<file path="config.mk">
export PLATFORM = sky130hd
export DESIGN_NAME = disp_seq_ctrl
export DESIGN_NICKNAME = d
export VERILOG_FILES = /design/src/rtl/disp_seq_ctrl.sv
export SDC_FILE = /design/constraint.sdc
export NUM_CORES = 1
export LEC_CHECK = 0
export BUFFER_PORTS_ARGS = -buffer_cell sky130_fd_sc_hd__buf_2
export CORE_ASPECT_RATIO = 1.75
export CORE_MARGIN = 3
export CORE_UTILIZATION = 40
export CTS_BUF_LIST = sky130_fd_sc_hd__clkbuf_4 sky130_fd_sc_hd__clkbuf_8
export DETAILED_ROUTE_END_ITERATION = 16
export SYNTH_ARGS = -nofsm -noshare
export SYNTH_HDL_FRONTEND = slang
export SYNTH_SLANG_ARGS = --single-unit
</file>
<file path="constraint.sdc">
create_clock -name clk -period 3.9 [get_ports clk]
set_clock_uncertainty 0.05 [all_clocks]
set_input_delay 0.78 -clock clk [delete_from_list [all_inputs] [get_ports clk]]
set_output_delay 0.78 -clock clk [all_outputs]
set_load 0.02 [all_outputs]
</file>
<file path="src/rtl/disp_seq_ctrl.sv">
// Display sequencer: snapshots NUM_VALS result words on start and presents
// them one at a time for TICK_CYCLES clocks each, with loop/pause/abort control.
module disp_seq_ctrl #(
    parameter int DATA_W      = 8,
    parameter int NUM_VALS    = 8,
    parameter int IDX_W       = 3,
    parameter int TICK_CYCLES = 200
) (
    input  logic                         clk,
    input  logic                         reset,
    input  logic                         start,
    input  logic                         abort,
    input  logic                         pause,
    input  logic                         loop_en,
    input  logic [DATA_W*NUM_VALS-1:0]   vals_flat,
    output logic [DATA_W-1:0]            disp_val,
    output logic [IDX_W-1:0]             disp_idx,
    output logic                         busy,
    output logic                         next,
    output logic                         done
);

    localparam int CNT_W = (TICK_CYCLES > 1) ? $clog2(TICK_CYCLES) : 1;
    localparam logic [CNT_W-1:0] LAST_CNT = CNT_W'(TICK_CYCLES - 1);
    localparam logic [IDX_W-1:0] LAST_IDX = IDX_W'(NUM_VALS - 1);

    typedef enum logic [1:0] {
        S_IDLE   = 2'd0,
        S_SHOW   = 2'd1,
        S_PAUSED = 2'd2,
        S_HOLD   = 2'd3
    } state_t;

    state_t                       state_q, state_d;
    logic [CNT_W-1:0]             cnt_q, cnt_d;
    logic [IDX_W-1:0]             idx_q, idx_d;
    logic [DATA_W*NUM_VALS-1:0]   snap_q, snap_d;
    logic                         next_q, next_d;
    logic                         done_q, done_d;
    logic                         count_en;

    always_ff @(posedge clk or negedge reset) begin
        if (!reset) begin
            state_q <= S_IDLE;
        end else begin
            state_q <= state_d;
        end
    end

    always_ff @(posedge clk or negedge reset) begin
        if (!reset) begin
            cnt_q  <= '0;
            idx_q  <= '0;
            snap_q <= '0;
            next_q <= 1'b0;
            done_q <= 1'b0;
        end else begin
            cnt_q  <= cnt_d;
            idx_q  <= idx_d;
            snap_q <= snap_d;
            next_q <= next_d;
            done_q <= done_d;
        end
    end

    // The resume edge out of PAUSED counts like a SHOW clock, so playback
    // time lost equals exactly the number of clocks pause was sampled high.
    always_comb begin
        state_d  = state_q;
        cnt_d    = cnt_q;
        idx_d    = idx_q;
        snap_d   = snap_q;
        next_d   = 1'b0;
        done_d   = 1'b0;
        count_en = 1'b0;
        if (abort) begin
            state_d = S_IDLE;
            cnt_d   = '0;
            idx_d   = '0;
        end else begin
            case (state_q)
                S_IDLE, S_HOLD: begin
                    if (start) begin
                        snap_d  = vals_flat;
                        idx_d   = '0;
                        cnt_d   = '0;
                        state_d = S_SHOW;
                    end
                end
                S_SHOW: begin
                    if (pause) begin
                        state_d = S_PAUSED;
                    end else begin
                        count_en = 1'b1;
                    end
                end
                S_PAUSED: begin
                    if (!pause) begin
                        state_d  = S_SHOW;
                        count_en = 1'b1;
                    end
                end
                default: state_d = S_IDLE;
            endcase
            if (count_en) begin
                if (cnt_q == LAST_CNT) begin
                    cnt_d = '0;
                    if (idx_q != LAST_IDX) begin
                        idx_d  = idx_q + IDX_W'(1);
                        next_d = 1'b1;
                    end else if (loop_en) begin
                        idx_d  = '0;
                        next_d = 1'b1;
                    end else begin
                        state_d = S_HOLD;
                        done_d  = 1'b1;
                    end
                end else begin
                    cnt_d = cnt_q + CNT_W'(1);
                end
            end
        end
    end

    always_comb begin
        busy     = (state_q == S_SHOW) || (state_q == S_PAUSED);
        disp_idx = idx_q;
        next     = next_q;
        done     = done_q;
        if (state_q == S_IDLE) begin
            disp_val = '0;
        end else begin
            disp_val = snap_q[idx_q*DATA_W +: DATA_W];
        end
    end

endmodule

</file>
# Word-level counts from Yosys, hierarchy flattened
# Index checks and enable logic that the tools add are counted.
# Widths: inputs -> output; s select.
# op_classes
add_sub_neg	2
eq_ne	5
shifts	1
mux	35
n_bitwise	1
n_reduce_logical	8
# op_table
op	count
$shiftx 64x7->8	1
$mux 8	6
$mux 3	7
$mux 2	8
$mux 1	13
$add 8x1->8 const B	1
$eq 8x8->1 const B	1
$pmux 2 s3	1
$reduce_bool 3->1	2
$eq 2x2->1 const B	2
$reduce_or 2->1	2
$add 3x1->3 const B	1
$ne 3x3->1 const B	1
$reduce_and 3->1	1
$eq 2x1->1 const B	1
$logic_not 2->1	1
$reduce_and 2->1	1
$logic_or 1x1->1	1
$not 1->1	1
# totals
ff_bits	79
input_bits	70
out_inout_bits	14
word_cells	58

# Logic depth before layout (Yosys ltp)
# Gate-level depths: netlist of run 1.
# logic_depth
ltp_word	8
mapped_depth	7
depth_no_buf	6

# Least setup slack after synthesis of run 1
# No wires, ideal clock.
# synth_path
path_type	flip-flop to output port
from	register idx_q[0], in the netlist disp_idx[0]
to	output port disp_val[6]
t_arrival_ps	1722
required_time_ps	3070
setup_slack_ps	1348
stages_incl_launch_ff	6
path_buffers	2
cell_sequence	dfrtp_1 > buf_2 > buf_4 > mux4_2 > mux2i_1 > nor2_1
# synth_between
elab_chain_cells	2
# synth_lines
item	line_no	source
from (decl)	36	logic [IDX_W-1:0] idx_q, idx_d;
from (signal assigned)	59	idx_q <= idx_d;
$shiftx 64x7->8	133	disp_val = snap_q[idx_q*DATA_W +: DATA_W];
$mux 8	130	if (state_q == S_IDLE) begin
to (decl)	16	output logic [DATA_W-1:0] disp_val,
# Every way passes these cells.

# Worst setup path after layout of run 1
# layout_path
from	register idx_q[1], in the netlist disp_idx[1]
to	output port disp_val[1]
# Same word-level chain as after synthesis.

==> results.toml, run 1 <==
[finish]
layout_common_cells = "82 x buf_2, 79 x dfrtp_1, 60 x mux2_4"
final_layout_size_suffix_gt1_frac = 0.5380
fillers = 874
final_cells = 464
final_common_cell = "buf_2"
syn_to_final_growth_pct = 18.27
num-nets-final = 413
antenna_cells = 0

[placement]
hpwlAfterDp_um = 6455
port_buffers = 83
placedCellCount = 448
gp_congestion = 0.7565

[synthesis]
syn-mean-instance-area_sq_um = 15.63
muxShareOfSynthArea = 0.3534
synth-warning-count = 0
synth_fa_ha_area_frac = 0.01883
seq_area_frac_synth = 0.4959
synth-xor-area-share = 0.004394
synth_compound_area_frac = 0.03766
synth_simple_gate_area_frac = 0.05681
synth_top_family_by_area = "multiplexers"
syn-num-nets = 331
syn_inst = 255
ys_ff_latch = 79
yosys.cell_types.count = 40
syn_area_sq_mm = 0.003986

[global_routing]
grt_pass1_wl_um = 13810
grt_antenna_before_repair = 0
grt_pass1_vias = 2682
grt_usage = 0.1686
grt_max_degree = 80
grt-ovfl-total = 0

[critical_path]
endpoint_kind = "primary output"
cp_cell_sequence = "mux4_2 -> mux2i_1 -> nor2_1 -> buf_2"
start_kind = "flip-flop"
worstPathRequired_ns = 3.07
worstSetupPathType = "reg2out"
startpoint = "disp_idx[1]$_DFF_PN0_"
r2r_start = "state_q[0]$_DFF_PN0_"
worstPathMaxFanout = 19
max_stage_delay_ns = 0.83
cp.arrival_ns = 2.02
cpMaxStageDelayCell = "dfrtp_1"

[power]
power_density_mw_per_mm2 = 474.3
power_leakage_nw = 2.220
ir_drop_uv = 299.5

[timing]
maxSlewViolCount = 0
worst_pin_slew_ns = 0.9841
hold_viol = 0
slew_headroom = 0.3439
fin_crit_ns = 2.847
timing.final.crit_share = 0.7300
final.setup.tns_ns = 0
fmax_mhz = 351.3
setup-violations-final = 0
rsz0062_at_grt = "false"

[clock_network]
cts_buffer_depth = 2
path_clk_slew_ns = 0.08
htree_levels = 3
root_buffer = "clkbuf_8"
cts.sinks = 79
hold_buffers = 0
cts_resized = 0
cts_buffers = 9
post_cts_buffers = 0
cts_tree = "done"
clock_latency_ns = 0.36

[route]
wl_per_cell_um = 18.92
post-route-drc-count = 0
ant_nets = 0
firstDrtPassIters = 4
wirelength_um = 8781
detailroute.via_count = 2393
vias_per_cell = 5.157
dr.first_iter.drc_count = 97

[die]
num_rows = 47
ios = 84
coreArea_sq_mm = 0.009585
start_util = 0.4159
dieWidth_um = 81.47
die-height_um = 138.1
dieArea_sq_mm = 0.01125

[min_path]
hold_path_class = "reg2reg"
hold_start = "snap_q[14]$_DFFE_PN0P_"

[status]
outcome = "completed"

[flow_run]
drv_cap = 0
Yosys cell counts, drive strengths merged:
cell type	instances	area share
inv	4	0.0038
nor3	3	0.0066
nand3	3	0.0038
clkbuf	1	0.00094
or3b	1	0.0022
nand2	4	0.0038
mux2i	8	0.020
o221a	1	0.0028
a21oi	5	0.0072
and2b	2	0.0044
a22o	5	0.011
or3	1	0.0016
mux4	16	0.090
a22oi	1	0.0019
and3	1	0.0016
dfrtp	79	0.50
nor3b	2	0.0038
and4b	2	0.0050
or4	1	0.0019
buf	13	0.028
o21ai	4	0.0050
o22a	1	0.0022
nor2b	2	0.0050
nand4	2	0.0031
nor2	15	0.014
o21a	1	0.0019
xor2	2	0.0044
o31ai	3	0.0056
mux2	66	0.24
ha	6	0.019
cells by family after synthesis:
group	after synthesis
adder cells (fa/ha/maj)	6
multiplexers	90
flip-flops	79
XOR/XNOR	2
AND/OR/NAND/NOR	39
buffers and inverters	18
AO/OA/AOI/OAI	21
worst max-delay path: cells and delay by family, from the launching register on:
family / cells / cell delay [ns]
flip-flops: 1 / 0.83
AND/OR/NAND/NOR: 1 / 0.07
multiplexers: 2 / 0.59
buffers and inverters: 1 / 0.17
state kept, by name, indices dropped and copies added (netlist names):
register,flops
cnt_q,8
disp_idx,3
done,1
next,1
snap_q,64
state_q,2
routing by layer:
metal,share of wire,track usage
met1,0.36,0.1821
met2,0.58,0.3027
met3,0.045,0.04102
met4,0.018,0.06946
met5,0,0
area by class of cell:
type | instances | area [sq um] | area share
flip-flops and latches | 79 | 1977 | 0.4193
well taps | 122 | 152.6 | 0.03238
inverters | 4 | 15.01 | 0.003185
repair buffers | 85 | 445.4 | 0.09448
multi-input cells | 158 | 1878 | 0.3984
clock buffers | 14 | 186.4 | 0.03954
clock inverters | 2 | 60.06 | 0.01274
worst paths after layout:
kind | to | slack [ns] | cells after the start
max | disp_val[1] | 1.05 | 4
min | snap_q[14]$_DFFE_PN0P_ | 0.45 | 1
max reg2reg | snap_q[37]$_DFFE_PN0P_ | 1.52 | 6
min reg2reg | snap_q[14]$_DFFE_PN0P_ | 0.45 | 1
max in group asynchronous | snap_q[33]$_DFFE_PN0P_ | 2.63 | 1
min in group asynchronous | snap_q[5]$_DFFE_PN0P_ | 0.52 | 1
per-stage QoR:
step                utilization  hold WS [ns]  setup WS (ns)  power (mW)  area, sq um
floorplan                     -        0.4032          1.348       1.386         3986
global placement         0.4661        0.4404          1.434       1.523         4468
detailed placement       0.4661        0.4369          1.417       1.531         4468
CTS                      0.4918        0.4539         0.9865       2.272         4715
global route             0.4918        0.4747         0.9107       2.345         4715
finish                   0.4918        0.4452          1.053       2.236         4715
report_power, final:
part	leakage, nW	internal, mW	switching (mW)
clock	0.126	0.438	0.293
combinational	1.13	0.295	0.146
sequential	0.960	0.967	0.0977
total	2.22	1.70	0.536
No activity file was read; power rests on OpenSTA's default activity.
==> run 2, diff against run 1 <==
==> constraint.sdc (replaced) <==
create_clock -name clk -period 2.53 [get_ports clk]
set_clock_uncertainty 0.05 [all_clocks]
set_input_delay 0.506 -clock clk [delete_from_list [all_inputs] [get_ports clk]]
set_output_delay 0.506 -clock clk [all_outputs]
set_load 0.02 [all_outputs]
==> run 2 against run 1 <==
  * Register-to-register slack got worse by 1.2 ns
  * Hold slack worse by 0.39 ns
  * First-iteration DRC count down 6.2%
  * Non-clock buffer count grew 9
  * Core utilization up 0.80 points
  * Via count is 0.29% lower
  * Cell count increased by 1.9%
  * Critical path depth up 1
  * Sequential share of layout area shrank 0.64 points
  * Routed wire length rose by 0.57%
==> results.toml, run 2 (synthesis gave the netlist of run 1 again) <==
[clock_network]
clock_latency_ns = 0.36
cts_buffer_depth = 2
cts_tree = "done"
htree_levels = 3
path_clk_slew_ns = 0.09
root_buffer = "clkbuf_8"
cts.sinks = 79
cts_buffers = 9

[timing]
rsz0062_at_grt = "true"
fmax_mhz = 408.2
worst_pin_slew_ns = 0.5474
fin_crit_ns = 2.450
setup_ws_ns = 0.08029
maxSlewViolCount = 0
setup-violations-final = 0
slew_headroom = 0.6320
hold_viol = 0
timing.final.crit_share = 0.9683

[flow_run]
drv_cap = 0

[critical_path]
r2r_start = "state_q[0]$_DFF_PN0_"
cp.arrival_ns = 1.89
worstPathMaxFanout = 7
r2r_cells = 6
timing.rr.end = "snap_q[47]$_DFFE_PN0P_"
start_kind = "flip-flop"
worstSetupPathType = "reg2out"
endpoint_kind = "primary output"
worstPathRequired_ns = 1.97
r2r_setup_slack_ns = 0.29

[status]
outcome = "completed"

[route]
detailroute.via_count = 2386
wl_per_cell_um = 18.67
ant_nets = 0
wirelength_um = 8831
dr.first_iter.drc_count = 91
post-route-drc-count = 0
firstDrtPassIters = 4
vias_per_cell = 5.044

[power]
power.total_mw = 3.267
ir_drop_uv = 325.1
power_leakage_nw = 2.239
power_density_mw_per_mm2 = 681.9

[global_routing]
grt_pass1_vias = 2651
grt_antenna_before_repair = 0
grt_usage = 0.1717
grt_max_degree = 41
grt_pass1_wl_um = 14100
grt-ovfl-total = 0

[die]
dieArea_sq_mm = 0.01125
coreArea_sq_mm = 0.009585
ios = 84
num_rows = 47
die-height_um = 138.1
dieWidth_um = 81.47
start_util = 0.4159

[placement]
placed_cell_area_sq_mm = 0.004558
dp_slack_ns = 0.3120
hpwlAfterDp_um = 6430
port_buffers = 83
gp_congestion = 0.7766

[finish]
fillers = 858
num-nets-final = 422
post-route-util = 0.4998
largest_register_ff_count = 64
final_common_cell = "buf_2"
finalInstanceArea_sq_mm = 0.004791
regMostFlops = "snap_q"
regArea_sq_mm = 0.001978
final_layout_size_suffix_gt1_frac = 0.5527
syn_to_final_growth_pct = 20.18
multi_input_area_sq_mm = 0.001878
layout_common_cells = "79 x buf_2, 78 x dfrtp_1, 60 x mux2_4"
antenna_cells = 0

[min_path]
hold_path_class = "in2async"
-- run 2: cell count changes in the layout (fill, tap and decap cells not counted), sizes merged --
cell and change:
bufinv -1, clkinv +2, buf +9, clkinvlp +4
clkbuf -5
-- run 2: final cells by class --
cell class,instances,share of cell area
clock buffer,9,0.02586
clock inverter,7,0.01541
inverter,4,0.003134
multi-input combinational,158,0.3920
sequential,79,0.4129
tap,122,0.03186
timing repair buffer,94,0.1188
-- run 2: how the worst max path moves through the flow --
stage,startpoint,endpoint,cells past startpoint,slack (ns)
after floorplan,disp_idx[0]$_DFF_PN0_,disp_val[6],5,0.25
after global placement,state_q[0]$_DFF_PN0_,snap_q[14]$_DFFE_PN0P_,6,0.38
final,disp_idx[0]$_DFF_PN0_,disp_val[3],5,0.08
after CTS,disp_idx[0]$_DFF_PN0_,disp_val[0],6,-0.01
after detailed placement,state_q[0]$_DFF_PN0_,snap_q[13]$_DFFE_PN0P_,6,0.31
after global routing,disp_idx[0]$_DFF_PN0_,disp_val[2],5,-0.01
-- run 2: worst max-delay path, cell delays in order, from the launching register on --
cell	delay, ns
dfrtp_2	0.43
buf_12	0.15
mux4_2	0.54
mux2i_1	0.17
nor2_1	0.07
buf_2	0.17
-- run 2: what timing repair did --
action | 4_1_cts | 5_1_grt
cloned | 2 | 0
hold buffers | 0 | 0
setup endpoints to repair | 6 | 8
resized for setup | 4 | 5
pin swaps | 0 | 2
endpoints found under the hold margin | 0 | 0
setup buffers | 3 | 0
-- run 2: metrics by stage --
step	hold WS (ns)	TNS, ns	std cells
detailed placement	0.4251	0	455
global placement	0.4134	0	455
floorplan	0.1604	0	255
global route	0.06781	-0.01118	473
CTS	0.04793	-0.01045	476
finish	0.05667	0	473
-- run 2: routing by layer --
metal,up-vias,wire length (um),track usage
met4,0,152,0.06679
met5,-,0,0
met3,9,322,0.03320
met2,53,4897,0.2949
li1,1129,-,-
met1,1195,3459,0.2059
-- run 2: report_power, final --
part	switching [mW]	total, mW	internal [mW]
combinational	0.242	0.706	0.464
sequential	0.130	1.62	1.49
clock	0.486	0.941	0.455
==> run 3, diff against run 2 <==
--- a/config.mk
+++ b/config.mk
@@ -11,6 +11,7 @@
 export CORE_UTILIZATION = 40
 export CTS_BUF_LIST = sky130_fd_sc_hd__clkbuf_4 sky130_fd_sc_hd__clkbuf_8
 export DETAILED_ROUTE_END_ITERATION = 16
+export PLACE_DENSITY = 0.73
 export SYNTH_ARGS = -nofsm -noshare
 export SYNTH_HDL_FRONTEND = slang
 export SYNTH_SLANG_ARGS = --single-unit
==> run 3 against run 2 <==
  * Maximum frequency increased by 0.72%
  * Power increased by 2.6%
  * Highest routed layer unchanged
  * Final area decreased by 0.44%
  * Worst setup slack improved by 0.017 ns
  * Combinational power decreased by 0.7%
  * Register-to-register slack got worse by 0.03 ns
  * Sequential cell count unchanged
  * Via count about the same
  * Die area unchanged
==> results.toml, run 3 (synthesis gave the netlist of run 1 again) <==
[die]
ios = 84
dieWidth_um = 81.47
die-height_um = 138.1
start_util = 0.4159
num_rows = 47
coreArea_sq_mm = 0.009585
dieArea_sq_mm = 0.01125

[global_routing]
use_met2 = 0.2747
grt-ovfl-total = 0
grt_pass1_vias = 2701
grt_pass1_wl_um = 13740
grt_max_degree = 44
use_met3 = 0.03060
top_usage_layer = "met2"
grt_antenna_before_repair = 0
gr-usage-met1 = 0.1938
grt_usage = 0.1629

[clock_network]
cts.sinks = 79
root_buffer = "clkbuf_8"
cts_buffers = 9
cts_buffer_depth = 2
clock_latency_ns = 0.35
path_clk_slew_ns = 0.08
cts_tree = "done"
htree_levels = 3

[timing]
setup-violations-final = 0
hold_viol = 0
fin_crit_ns = 2.432
final.setup.tns_ns = 0
maxSlewViolCount = 0
rsz0062_at_grt = "true"
finalHoldWorstSlack_ns = 0.05660
fmax_mhz = 411.1
slew_headroom = 0.6509
setup_ws_ns = 0.09774
worst_pin_slew_ns = 0.5225
timing.final.crit_share = 0.9614

[route]
wl_per_cell_um = 18.00
wirelength_um = 8441
ant_nets = 0
vias_per_cell = 5.085
dr.first_iter.drc_count = 105
post-route-drc-count = 0
firstDrtPassIters = 4
detailroute.via_count = 2385

[finish]
antenna_cells = 0
fillers = 853
layout_common_cells = "82 x buf_2, 79 x dfrtp_1, 60 x mux2_4"
syn_to_final_growth_pct = 19.65
regMostFlops = "snap_q"
largest_register_ff_count = 64
final_common_cell = "buf_2"
final_layout_size_suffix_gt1_frac = 0.5447
num-nets-final = 419

[power]
power_density_mw_per_mm2 = 703.0
power.total_mw = 3.353
ir_drop_uv = 339.4
power_leakage_nw = 2.250

[placement]
gp_congestion = 0.8312
dp_slack_ns = 0.2817
hpwlAfterDp_um = 6368
port_buffers = 83

[critical_path]
cp_cell_sequence = "buf_6 -> mux4_2 -> mux2i_1 -> nor2_1 -> buf_2"
start_kind = "flip-flop"
cpMaxStageDelayCell = "mux4_2"
worstPathRequired_ns = 1.97
cp.arrival_ns = 1.88
worstPathMaxFanout = 6
r2r_setup_slack_ns = 0.26
worstSetupPathType = "reg2out"
endpoint_kind = "primary output"
max_stage_delay_ns = 0.55

[status]
outcome = "completed"

[min_path]
hold_path_class = "in2async"

[flow_run]
drv_cap = 0
[run 3: area by class of cell]
| class | instances | area [sq um] | share of cell area |
|---|---|---|---|
| sequential | 79 | 1977 | 0.4145 |
| multi-input combinational | 158 | 1878 | 0.3938 |
| timing repair buffer | 91 | 531.8 | 0.1115 |
| tap | 122 | 152.6 | 0.03200 |
| clock buffer | 11 | 145.1 | 0.03043 |
| clock inverter | 4 | 70.07 | 0.01469 |
| inverter | 4 | 15.01 | 0.003148 |
[run 3: metal layers]
metal / share of wire / routed length (um)
met5: 0 / 0
met3: 0.044 / 374
met4: 0.026 / 223
met1: 0.39 / 3310
met2: 0.54 / 4532
[run 3: final timing paths]
check                                         end  cells after the start                    from
setup / recovery                      disp_val[5]                      5   disp_idx[0]$_DFF_PN0_
hold / removal              snap_q[5]$_DFFE_PN0P_                      1                   reset
setup reg to reg           snap_q[15]$_DFFE_PN0P_                      6    state_q[0]$_DFF_PN0_
hold reg to reg            snap_q[14]$_DFFE_PN0P_                      1  snap_q[14]$_DFFE_PN0P_
max in group asynchronous  snap_q[48]$_DFFE_PN0P_                      2                   reset
min in group clk           snap_q[13]$_DFFE_PN0P_                      2           vals_flat[13]
[run 3: what timing repair did]
item                       in CTS  in global routing
setup endpoints to repair       0                  8
hold buffers                    0                  0
resized for setup               0                  4
setup buffers                   0                  0
[run 3: power breakdown]
group          internal (mW)  switching (mW)  total, mW
clock network          0.585           0.444       1.03
registers               1.49           0.133       1.62
logic                  0.462           0.239      0.701
[run 3: critical path, delay by kind of cell, from the launching register on]
kind          cells  cell delay, ns
mux               2            0.71
flops             1            0.41
buf+inv           2            0.34
simple gates      1            0.06
[run 3: per-stage QoR]
stage	cells	cell area, sq um	util
floorplan	255	3986	-
global placement	454	4538	0.4734
detailed placement	454	4538	0.4734
CTS	469	4753	0.4959
global route	469	4770	0.4976
finish	469	4770	0.4976
